**config.mk**
```make
export PLATFORM = sky130hd
export DESIGN_NAME = dmem_arbiter_flat
export DESIGN_NICKNAME = d
export VERILOG_FILES = /design/src/rtl/dmem_arbiter_if.sv /design/src/rtl/dmem_arbiter.sv /design/src/flat_wrapper.sv
export SDC_FILE = /design/constraint.sdc
export NUM_CORES = 1
export LEC_CHECK = 0
export ABC_AREA = 0
export CORE_AREA = 2 2 229 231
export DETAILED_ROUTE_END_ITERATION = 16
export DIE_AREA = 0 0 231 233
export GPL_TIMING_DRIVEN = 1
export PLACE_DENSITY = 0.44
export RECOVER_POWER = 50
export SLEW_MARGIN = 30
export SYNTH_ARGS = -nofsm -noshare
export SYNTH_HDL_FRONTEND = slang
export SYNTH_SLANG_ARGS = --single-unit
```
**constraint.sdc**
```tcl
create_clock -name clk -period 2.3 [get_ports clk]
set_input_delay 0.345 -clock clk [delete_from_list [all_inputs] [get_ports clk]]
set_output_delay 0.345 -clock clk [all_outputs]
set_load 0.01 [all_outputs]
```
**src/rtl/dmem_arbiter_if.sv**
```systemverilog
// Bus bundle between the core / DMA requesters, the data-memory arbiter and the data memory.
// Handshake: a request transfers on a posedge where valid=1 and ready=1; the requester holds valid/we/addr/wdata stable until then.
interface dmem_arbiter_if;
  logic        core_valid;
  logic        core_we;
  logic [63:0] core_addr;
  logic [63:0] core_wdata;
  logic        core_ready;
  logic        core_rvalid;
  logic [63:0] core_rdata;

  logic        dma_valid;
  logic        dma_we;
  logic [63:0] dma_addr;
  logic [63:0] dma_wdata;
  logic        dma_ready;
  logic        dma_rvalid;
  logic [63:0] dma_rdata;

  logic        err;
  logic        err_src;

  logic        mem_read;
  logic        mem_write;
  logic [63:0] mem_addr;
  logic [63:0] mem_wdata;
  logic [63:0] mem_rdata;

  modport slave (
    input  core_valid, core_we, core_addr, core_wdata,
    output core_ready, core_rvalid, core_rdata,
    input  dma_valid, dma_we, dma_addr, dma_wdata,
    output dma_ready, dma_rvalid, dma_rdata,
    output err, err_src,
    output mem_read, mem_write, mem_addr, mem_wdata,
    input  mem_rdata
  );

  modport master (
    output core_valid, core_we, core_addr, core_wdata,
    input  core_ready, core_rvalid, core_rdata,
    output dma_valid, dma_we, dma_addr, dma_wdata,
    input  dma_ready, dma_rvalid, dma_rdata,
    input  err, err_src,
    input  mem_read, mem_write, mem_addr, mem_wdata,
    output mem_rdata
  );
endinterface

```
**src/rtl/dmem_arbiter.sv**
```systemverilog
// Two-port data-memory arbiter: core has priority, a DMA request stalled MAX_WAIT cycles is forced ahead.
// Loads return one cycle after accept; out-of-range accesses are accepted, suppressed and flagged on err.
module dmem_arbiter #(
  parameter int DEPTH    = 64,
  parameter int MAX_WAIT = 4
) (
  input logic           clk,
  input logic           rst,
  dmem_arbiter_if.slave bus
);
  localparam int              WW       = (MAX_WAIT < 1) ? 1 : $clog2(MAX_WAIT + 1);
  localparam logic [WW-1:0]   WAIT_MAX = WW'(MAX_WAIT);
  localparam logic [63:0]     DEPTH64  = 64'(DEPTH);

  logic [WW-1:0] wait_cnt;
  logic          force_dma;
  logic          grant_core;
  logic          grant_dma;
  logic          grant;
  logic          sel_we;
  logic [63:0]   sel_addr;
  logic [63:0]   sel_wdata;
  logic          in_range;

  logic          core_rvalid_q;
  logic [63:0]   core_rdata_q;
  logic          dma_rvalid_q;
  logic [63:0]   dma_rdata_q;
  logic          err_q;
  logic          err_src_q;

  always_comb begin
    force_dma  = bus.dma_valid && (wait_cnt == WAIT_MAX);
    grant_core = !rst && bus.core_valid && !force_dma;
    grant_dma  = !rst && bus.dma_valid && !grant_core;
    grant      = grant_core || grant_dma;
    sel_we     = 1'b0;
    sel_addr   = '0;
    sel_wdata  = '0;
    if (grant_core) begin
      sel_we    = bus.core_we;
      sel_addr  = bus.core_addr;
      sel_wdata = bus.core_wdata;
    end else if (grant_dma) begin
      sel_we    = bus.dma_we;
      sel_addr  = bus.dma_addr;
      sel_wdata = bus.dma_wdata;
    end
    // Full 64-bit compare: high address bits must never alias into the array.
    in_range = sel_addr < DEPTH64;
  end

  assign bus.core_ready  = grant_core;
  assign bus.dma_ready   = grant_dma;
  assign bus.mem_read    = grant && !sel_we && in_range;
  assign bus.mem_write   = grant && sel_we && in_range;
  assign bus.mem_addr    = sel_addr;
  assign bus.mem_wdata   = sel_wdata;
  assign bus.core_rvalid = core_rvalid_q;
  assign bus.core_rdata  = core_rdata_q;
  assign bus.dma_rvalid  = dma_rvalid_q;
  assign bus.dma_rdata   = dma_rdata_q;
  assign bus.err         = err_q;
  assign bus.err_src     = err_src_q;

  always_ff @(posedge clk) begin
    if (rst) begin
      wait_cnt      <= '0;
      core_rvalid_q <= 1'b0;
      core_rdata_q  <= '0;
      dma_rvalid_q  <= 1'b0;
      dma_rdata_q   <= '0;
      err_q         <= 1'b0;
      err_src_q     <= 1'b0;
    end else begin
      if (!bus.dma_valid || grant_dma) begin
        wait_cnt <= '0;
      end else if (wait_cnt != WAIT_MAX) begin
        wait_cnt <= wait_cnt + WW'(1);
      end

      core_rvalid_q <= grant_core && !sel_we;
      dma_rvalid_q  <= grant_dma && !sel_we;
      // Out-of-range loads still complete, returning zero instead of memory data.
      if (grant_core && !sel_we) core_rdata_q <= in_range ? bus.mem_rdata : '0;
      if (grant_dma && !sel_we)  dma_rdata_q  <= in_range ? bus.mem_rdata : '0;

      err_q     <= grant && !in_range;
      err_src_q <= grant_dma && !in_range;
    end
  end
endmodule

```
**src/flat_wrapper.sv**
```systemverilog
// flat-port wrapper written by rule: the top's interface ports become plain ports
module dmem_arbiter_flat 
#(
  parameter int DEPTH    = 64,
  parameter int MAX_WAIT = 4
)
  (clk, rst, bus_core_valid, bus_core_we, bus_core_addr, bus_core_wdata, bus_core_ready, bus_core_rvalid, bus_core_rdata, bus_dma_valid, bus_dma_we, bus_dma_addr, bus_dma_wdata, bus_dma_ready, bus_dma_rvalid, bus_dma_rdata, bus_err, bus_err_src, bus_mem_read, bus_mem_write, bus_mem_addr, bus_mem_wdata, bus_mem_rdata);
  dmem_arbiter_if bus_i ();
  input logic clk;
  input logic rst;
  input wire logic [$bits(bus_i.core_valid)-1:0] bus_core_valid;
  input wire logic [$bits(bus_i.core_we)-1:0] bus_core_we;
  input wire logic [$bits(bus_i.core_addr)-1:0] bus_core_addr;
  input wire logic [$bits(bus_i.core_wdata)-1:0] bus_core_wdata;
  output wire logic [$bits(bus_i.core_ready)-1:0] bus_core_ready;
  output wire logic [$bits(bus_i.core_rvalid)-1:0] bus_core_rvalid;
  output wire logic [$bits(bus_i.core_rdata)-1:0] bus_core_rdata;
  input wire logic [$bits(bus_i.dma_valid)-1:0] bus_dma_valid;
  input wire logic [$bits(bus_i.dma_we)-1:0] bus_dma_we;
  input wire logic [$bits(bus_i.dma_addr)-1:0] bus_dma_addr;
  input wire logic [$bits(bus_i.dma_wdata)-1:0] bus_dma_wdata;
  output wire logic [$bits(bus_i.dma_ready)-1:0] bus_dma_ready;
  output wire logic [$bits(bus_i.dma_rvalid)-1:0] bus_dma_rvalid;
  output wire logic [$bits(bus_i.dma_rdata)-1:0] bus_dma_rdata;
  output wire logic [$bits(bus_i.err)-1:0] bus_err;
  output wire logic [$bits(bus_i.err_src)-1:0] bus_err_src;
  output wire logic [$bits(bus_i.mem_read)-1:0] bus_mem_read;
  output wire logic [$bits(bus_i.mem_write)-1:0] bus_mem_write;
  output wire logic [$bits(bus_i.mem_addr)-1:0] bus_mem_addr;
  output wire logic [$bits(bus_i.mem_wdata)-1:0] bus_mem_wdata;
  input wire logic [$bits(bus_i.mem_rdata)-1:0] bus_mem_rdata;
  assign bus_i.core_valid = bus_core_valid;
  assign bus_i.core_we = bus_core_we;
  assign bus_i.core_addr = bus_core_addr;
  assign bus_i.core_wdata = bus_core_wdata;
  assign bus_core_ready = bus_i.core_ready;
  assign bus_core_rvalid = bus_i.core_rvalid;
  assign bus_core_rdata = bus_i.core_rdata;
  assign bus_i.dma_valid = bus_dma_valid;
  assign bus_i.dma_we = bus_dma_we;
  assign bus_i.dma_addr = bus_dma_addr;
  assign bus_i.dma_wdata = bus_dma_wdata;
  assign bus_dma_ready = bus_i.dma_ready;
  assign bus_dma_rvalid = bus_i.dma_rvalid;
  assign bus_dma_rdata = bus_i.dma_rdata;
  assign bus_err = bus_i.err;
  assign bus_err_src = bus_i.err_src;
  assign bus_mem_read = bus_i.mem_read;
  assign bus_mem_write = bus_i.mem_write;
  assign bus_mem_addr = bus_i.mem_addr;
  assign bus_mem_wdata = bus_i.mem_wdata;
  assign bus_i.mem_rdata = bus_mem_rdata;
  dmem_arbiter #(.DEPTH(DEPTH), .MAX_WAIT(MAX_WAIT)) u_core (.clk(clk), .rst(rst), .bus(bus_i));
endmodule
```
# Yosys cells after proc, flatten, opt, wreduce, memory -nomap -nowiden
# Index checks and enable logic that the tools add are counted.
# word_totals
latchBits,0
mem_bits_rw,0
regBits,135
rom_bits,0
memories,0
# op_classes
n_addsub,1
eq_ne,2
mul,0
n_mux,7
shift,0
bitwise_logic,0
n_reduce_logical,22
div_mod_pow,0
n_lt_le_gt_ge,1
# op_table
op,n
64-bit two-way mux,5
"64-bit by 7-bit < comparator with 1-bit output, second input constant",1
1-bit logical AND,13
1-bit zero test,6
"3-bit by 1-bit adder with 3-bit output, second input constant",1
"3-bit equality test, second input constant",1
"3-bit inequality test, second input constant",1
1-bit logical OR,2
1-bit two-way mux,2
2-bit OR reduction,1

# Longest topological paths before layout
# Gate-level depths: netlist (run 1).
# logic_depth
depth_word,11
mapped_depth,10

# Least setup slack after synthesis (run 1)
# OpenSTA, ideal clock, no wires.
# synth_timing
path_type,register -> output
start,reg u_core.wait_cnt[0]
end,out bus_mem_write
stages_incl_launch_ff,10
n_path_buf,2
arrival_ns,1.858
setup_slack_ns,0.097
cell_sequence,dfxtp_1 -> inv_1 -> ha_1 -> a21boi_2 -> nor2b_1 -> buf_2 -> a22oi_1 -> nand3_1 -> buf_4 -> a221oi_1
# synth_between
elab_chain_len,10
word_cells_on_any_way,14
cone_classes,order compare: 1; eq/ne: 1; mux: 4; reduce/logical: 8
# synth_rtl
element,line,source
"start, declared",dmem_arbiter.sv:15,logic [WW-1:0] wait_cnt;
"start signal, assigned",dmem_arbiter.sv:79,wait_cnt <= wait_cnt + WW'(1);
3-bit equality test (*),dmem_arbiter.sv:33,force_dma = bus.dma_valid && (wait_cnt == WAIT_MAX);
1-bit logical AND (*),dmem_arbiter.sv:33,
1-bit zero test (*),dmem_arbiter.sv:34,grant_core = !rst && bus.core_valid && !force_dma;
1-bit logical AND (*),dmem_arbiter.sv:34,
1-bit zero test,dmem_arbiter.sv:35,grant_dma = !rst && bus.dma_valid && !grant_core;
1-bit logical AND,dmem_arbiter.sv:35,
64-bit two-way mux / 1-bit two-way mux (equally long branches),dmem_arbiter.sv:44,end else if (grant_dma) begin
64-bit two-way mux / 1-bit two-way mux (equally long branches),dmem_arbiter.sv:40,if (grant_core) begin
64-bit by 7-bit < comparator with 1-bit output / 1-bit logical AND (equally long branches),"dmem_arbiter.sv:50, dmem_arbiter.sv:56",
1-bit logical AND (*),dmem_arbiter.sv:56,assign bus.mem_write = grant && sel_we && in_range;
"end, declared",flat_wrapper.sv:28,output wire logic [$bits(bus_i.mem_write)-1:0] bus_mem_write;
# Every way passes the cells marked *; elsewhere a longest branch is shown, timed or not.

# Worst setup path after layout (run 1)
# layout_timing
start,reg u_core.wait_cnt[1]
end,out bus_mem_read
# layout_between
elab_chain_len,11
word_cells_on_any_way,15
cone_classes,order compare: 1; eq/ne: 1; mux: 4; reduce/logical: 9
# layout_rtl
element,line,source
3-bit equality test (*),dmem_arbiter.sv:33,
1-bit logical AND (*),dmem_arbiter.sv:33,
1-bit zero test (*),dmem_arbiter.sv:34,
1-bit logical AND (*),dmem_arbiter.sv:34,
branches (longest 6 deep; another with 64-bit by 7-bit < comparator with 1-bit output),n/a,
1-bit logical AND (*),dmem_arbiter.sv:55,assign bus.mem_read = grant && !sel_we && in_range;
"end, declared",flat_wrapper.sv:27,output wire logic [$bits(bus_i.mem_read)-1:0] bus_mem_read;
# Every way passes the cells marked *.

==> results of run 1 <==
kinds of logic (layout without fill, tap and decap cells):
family,after synthesis,after routing,share of synthesized area
AO/OA/AOI/OAI,267,267,0.339
adder cells (fa/ha/maj),2,2,0.00361
buffers and inverters,216,937,0.126
flip-flops,135,135,0.390
multiplexers,1,1,0.00145
other,0,5,0
AND/OR/NAND/NOR,185,185,0.139
flip-flops by register name, summed over array words and instances (netlist names):
| signal | count |
|---|---|
| u_core.bus.core_rdata | 64 |
| u_core.bus.dma_rdata | 64 |
| u_core.wait_cnt | 3 |
| u_core.bus.core_rvalid | 1 |
| u_core.bus.dma_rvalid | 1 |
| u_core.bus.err | 1 |
| u_core.bus.err_src | 1 |
critical path, stage by stage (launching register included):
cell and delay, ns:
dfxtp_2 0.33, inv_2 0.06, ha_4 0.16, a311oi_4 0.10, buf_6 0.17, buf_6 0.13, buf_6 0.11, a221o_1 0.37
a211oi_4 0.30, buf_2 0.19
what timing repair did:
item	in CTS	in global routing
buffers inserted	50	26
pin swaps	69	102
gates cloned	13	7
gates resized for setup	570	202
setup endpoints to repair	262	262
cell type report:
type                       instances  area, um2  area share
antenna                            5       12.5    0.000742
clock buffer                      19        443      0.0263
clock inverter                    13        143     0.00846
inverter                         131        492      0.0292
multi-input combinational        455       4010       0.238
sequential                       135       2710       0.161
tap                              680        851      0.0505
timing repair buffer             774       8200       0.486
metal layers:
metal	global-route usage	vias up	routed length [um]
li1	-	4408	-
met1	0.210	4447	21200
met2	0.345	401	27800
met3	0.0714	64	4860
met4	0.0494	6	1370
met5	0	-	37
power by group through the flow:
stage,combinational [mW],clock [mW],sequential (mW)
after floorplan,0.510,0,2.48
final,2.24,2.79,2.41
after CTS,2.19,2.91,2.41
after global routing,2.33,2.97,2.41
after detailed placement,1.94,0,2.46
after global placement,1.94,0,2.46
cell usage after synthesis (5+ instances only):
cell type  instances  share of area
buf_2             40          0.029
nor4_1            28          0.025
dfxtp_1          135           0.39
o32ai_1          128           0.16
nand4_1            5         0.0045
a22o_1           128           0.16
nand2_1           69          0.037
nor2_1             6         0.0033
clkbuf_1          42          0.023
inv_1            130          0.070
nand2b_1          65          0.059
nand3_1            5         0.0036
per-stage QoR:
| stage | total power [mW] | instances | area (um2) |
|---|---|---|---|
| global placement | 4.40 | 2102 | 14500 |
| CTS | 7.51 | 2195 | 16400 |
| detailed placement | 4.40 | 2102 | 14500 |
| global route | 7.72 | 2210 | 16800 |
| finish | 7.43 | 2212 | 16900 |
| floorplan | 2.99 | 806 | 6920 |
path summary, 6_finish.rpt:
kind | slack, ns | end | depth (start not counted)
min | 0.29 | u_core.bus.core_rdata[14]$_SDFFE_PP0P_ | 3
min reg2reg | 0.47 | u_core.bus.core_rdata[55]$_SDFFE_PP0P_ | 2
max reg2reg | -0.12 | u_core.bus.core_rdata[27]$_SDFFE_PP0P_ | 12
max | -0.41 | bus_mem_read | 9
==> flow_summary.ini, run 1 <==
[run_status]
status = finished with violations
violations = setup timing

[worst_setup_path]
endpoint_kind = primary output
critPathLaunch = u_core.wait_cnt[1]$_SDFFE_PP0P_
crit_arrival_ns = 2.37
start_kind = flop
worst_ep_required_time_ns = 1.96
path_class = flop to primary output
reg2reg_from = u_core.wait_cnt[0]$_SDFFE_PP0P_
crit_fanout = 5

[route]
avgViaCountPerCell = 4.22
drtIter0Drc = 451
num_vias = 9326
wirelength_um = 55300
ant_nets = 0
firstDrtPassIters = 5
wl_per_cell_um = 25.0
drc = 0

[min_path]
hold_class = input pin to flop
min-delay-start = rst

[finish]
fin_nets = 1842
fillCellCount = 5324
layout_commonest_cell = clkdlybuf4s50_1
drive_gt1_frac = 0.282
final_cell_mix = clkdlybuf4s50_1 (404), dfxtp_1 (133), inv_1 (128)
utilization = 0.330
syn_to_final_growth_pct = 143

[global_route]
gr-total-overflow = 0
antenna_found_initial = 12
grt_pass1_wl_um = 72600
track_usage = 0.191
grt_max_degree = 100
grt_pass1_vias = 9463

[logic_synthesis]
synth_edf_count = 0
syn_area_mm2 = 0.00692
yosysSeqAreaShare = 0.390
synth_nets = 1134
async_reset_ff_frac = 0
syn_inst = 806
synth_area_per_cell_um2 = 8.59
yosysWarnings = 0
synth_flop_cell = dfxtp_1
ys_types = 31
ys_ff_latch = 135

[clock_tree]
path_clk_slew_ns = 0.07
root_buffer = clkbuf_16
cts_tree = done
numCtsBuffers = 17
cts_sinks = 135
clock_path_buffers = 2
ctsHoldBuffers = 0
htree_num_levels = 4
clkLatencyLatePin_ns = 0.44

[sta]
max_slew.worst_pin.slew_ns = 0.994
fin_crit_sh = 1.18
finClkSkew_ns = 0.0134
rsz0062_at_grt = yes
finalWorstSetupSlack_ns = -0.413
timing.setup.tns_ns = -28.63
whs_ns = 0.290
hold_viol_final = 0
setup_viol = 196
relSlewSlack = 0.337
max_freq_mhz = 369
period_minus_slack_ns = 2.71
drv_slew = 0

[floorplanning]
dieWidth_um = 231
std_cell_rows = 83
core_mm2 = 0.0511
io_pins = 590
dieHeight_um = 233
die-area_mm2 = 0.0538
start_util = 0.135

[pwr]
peakVddDrop_mv = 0.347
p_sw_mw = 2.11
share_comb_of_total_power = 0.301
pwr-share-seq = 0.324
p_sw_frac = 0.284
clkPwrFrac = 0.375
power-per-cell-area_mw_per_mm2 = 441
p_int_mw = 5.32
p_leak_nw = 6.60

[place]
portBuffers = 589
place.gp.congestion = 0.969
dp_slack_ns = -1.39
dp_hpwl_um = 42300

[flow_run]
maxCapViolations = 0
(Power assumes the default switching activity.)
==> inputs of run 2 (changes only) <==
Settings changed: GPL_TIMING_DRIVEN 1 to 0.
==> flow_summary.ini, run 2 (synthesis results as in run 1) <==
[run_status]
status = finished with violations
violations = setup timing

[worst_setup_path]
worst_ep_required_time_ns = 1.96
reg2reg_from = u_core.wait_cnt[0]$_SDFFE_PP0P_
critPathLaunch = bus_dma_addr[33]
crit_fanout = 4
endpoint_kind = primary output
start_kind = input pin
r2r-end = u_core.bus.core_rdata[24]$_SDFFE_PP0P_
crit_arrival_ns = 2.33
endpoint = bus_mem_read
reg2reg_setup_slack_ns = 0.24
r2r_cells = 10
path_class = input pin to primary output

[place]
place_area_mm2 = 0.0137
portBuffers = 588
dp_slack_ns = -1.81
place.gp.congestion = 0.937
dp_hpwl_um = 46800
placed_cells = 2074

[floorplanning]
start_util = 0.135
core_mm2 = 0.0511
dieHeight_um = 233
std_cell_rows = 83
io_pins = 590
dieWidth_um = 231
die-area_mm2 = 0.0538

[pwr]
clkPwrFrac = 0.400
pwr-share-seq = 0.321
power-per-cell-area_mw_per_mm2 = 473
power_mw = 7.50
peakVddDrop_mv = 0.392
p_sw_mw = 2.13
p_leak_nw = 6.30
p_int_mw = 5.37
p_sw_frac = 0.284
share_comb_of_total_power = 0.278

[global_route]
grtUsageMet1 = 0.227
track_usage = 0.201
grt_pass1_wl_um = 75600
met3_usage = 0.0675
grt_use_met2 = 0.354
busiest_layer = met2
gr-total-overflow = 0
grt_pass1_vias = 9674
antenna_found_initial = 12
grt_max_degree = 17

[clock_tree]
cts_tree = done
root_buffer = clkbuf_16
htree_num_levels = 4
ctsHoldBuffers = 0
cts_sinks = 135
path_clk_slew_ns = 0.06
numCtsBuffers = 17
clkLatencyLatePin_ns = 0.43
clock_path_buffers = 2

[finish]
stdcell_area_mm2 = 0.0158
layout_commonest_cell = clkdlybuf4s50_1
syn_to_final_growth_pct = 129
fin_nets = 1798
drive_gt1_frac = 0.223
final_cell_mix = clkdlybuf4s50_1 (275), dfxtp_1 (133), dlygate4sd3_1 (130)
fin_cells = 2167

[route]
wirelength_um = 56700
firstDrtPassIters = 4
avgViaCountPerCell = 4.31
drc = 0
wl_per_cell_um = 26.2
drtIter0Drc = 468
num_vias = 9342
ant_nets = 0

[flow_run]
maxCapViolations = 0

[sta]
finalWorstSetupSlack_ns = -0.373
max_slew.worst_pin.slew_ns = 0.765
hold_viol_final = 0
finClkSkew_ns = 0.00756
drv_slew = 0
rsz0062_at_grt = yes
fin_crit_sh = 1.16
whs_ns = 0.360
period_minus_slack_ns = 2.67
setup_viol = 128
max_freq_mhz = 374
relSlewSlack = 0.490

[min_path]
hold_class = input pin to flop
run 2: cell types whose count changed in the layout (fill, tap and decap cells not counted), moves of 5 or more:
cell and change:
a22o_1 +25, a22o_4 -25, buf_12 -25, buf_2 +28, buf_4 -85, buf_8 +10, clkbuf_1 +27, clkdlybuf4s50_1 -129
dlygate4sd2_1 +26, dlygate4sd3_1 +130, dlymetal6s2s_1 -25, o32ai_1 +5
run 2: timing repair:
| action | 4_1_cts | 5_1_grt |
|---|---|---|
| buffers inserted | 39 | 11 |
| cloned | 15 | 3 |
| gates resized for setup | 925 | 54 |
| setup endpoints to repair | 263 | 195 |
| pin swaps | 91 | 60 |
run 2: how the worst min path moves through the flow:
stage,start,to,slack [ns],depth (start not counted)
2_1_floorplan,bus_core_valid,u_core.wait_cnt[2]$_SDFFE_PP0P_,0.46,2
3_5_place_dp,u_core.bus.dma_rdata[57]$_SDFFE_PP0P_,u_core.bus.dma_rdata[57]$_SDFFE_PP0P_,0.47,2
4_1_cts,bus_core_valid,u_core.wait_cnt[2]$_SDFFE_PP0P_,0.34,3
6_report,bus_core_valid,u_core.wait_cnt[2]$_SDFFE_PP0P_,0.36,3
3_3_place_gp,u_core.bus.dma_rdata[34]$_SDFFE_PP0P_,u_core.bus.dma_rdata[34]$_SDFFE_PP0P_,0.46,2
5_1_grt,bus_core_valid,u_core.wait_cnt[2]$_SDFFE_PP0P_,0.39,3
run 2: area by class of cell:
type / count / area [um2]
diodes: 5 / 12.5
multi-input cells: 455 / 3800
fillers: 5450 / 35300
repair buffers: 652 / 6680
inverters: 131 / 492
clock inverters: 13 / 195
plain buffers: 78 / 678
flip-flops and latches: 135 / 2710
well taps: 680 / 851
clock buffers: 18 / 429
run 2: critical path, stage by stage:
cell and delay, ns:
clkdlybuf4s50_1 0.54, nor4_2 0.34, nand2_1 0.15, o21ai_4 0.22, nand3_4 0.13, buf_12 0.16, a211oi_4 0.26, buf_6 0.15
run 2: metrics by stage:
step / setup TNS, ns / utilization
detailed placement: -277.11 / 0.267
global placement: -271.64 / 0.267
floorplan: 0 / -
CTS: -23.64 / 0.307
global route: -31.63 / 0.310
finish: -20.60 / 0.310
run 2: metal layers:
layer  wire (um)  share of wire
met1       22500           0.40
met2       28000           0.49
met3        4490          0.079
met4        1690          0.030
met5          41        0.00072
run 2: power groups by stage:
| stage | clock (mW) | sequential [mW] | combinational (mW) |
|---|---|---|---|
| floorplan | 0 | 2.48 | 0.510 |
| global placement | 0 | 2.46 | 1.84 |
| detailed placement | 0 | 2.46 | 1.84 |
| CTS | 3.09 | 2.41 | 2.10 |
| global route | 3.17 | 2.41 | 2.19 |
| finish | 3.00 | 2.41 | 2.09 |
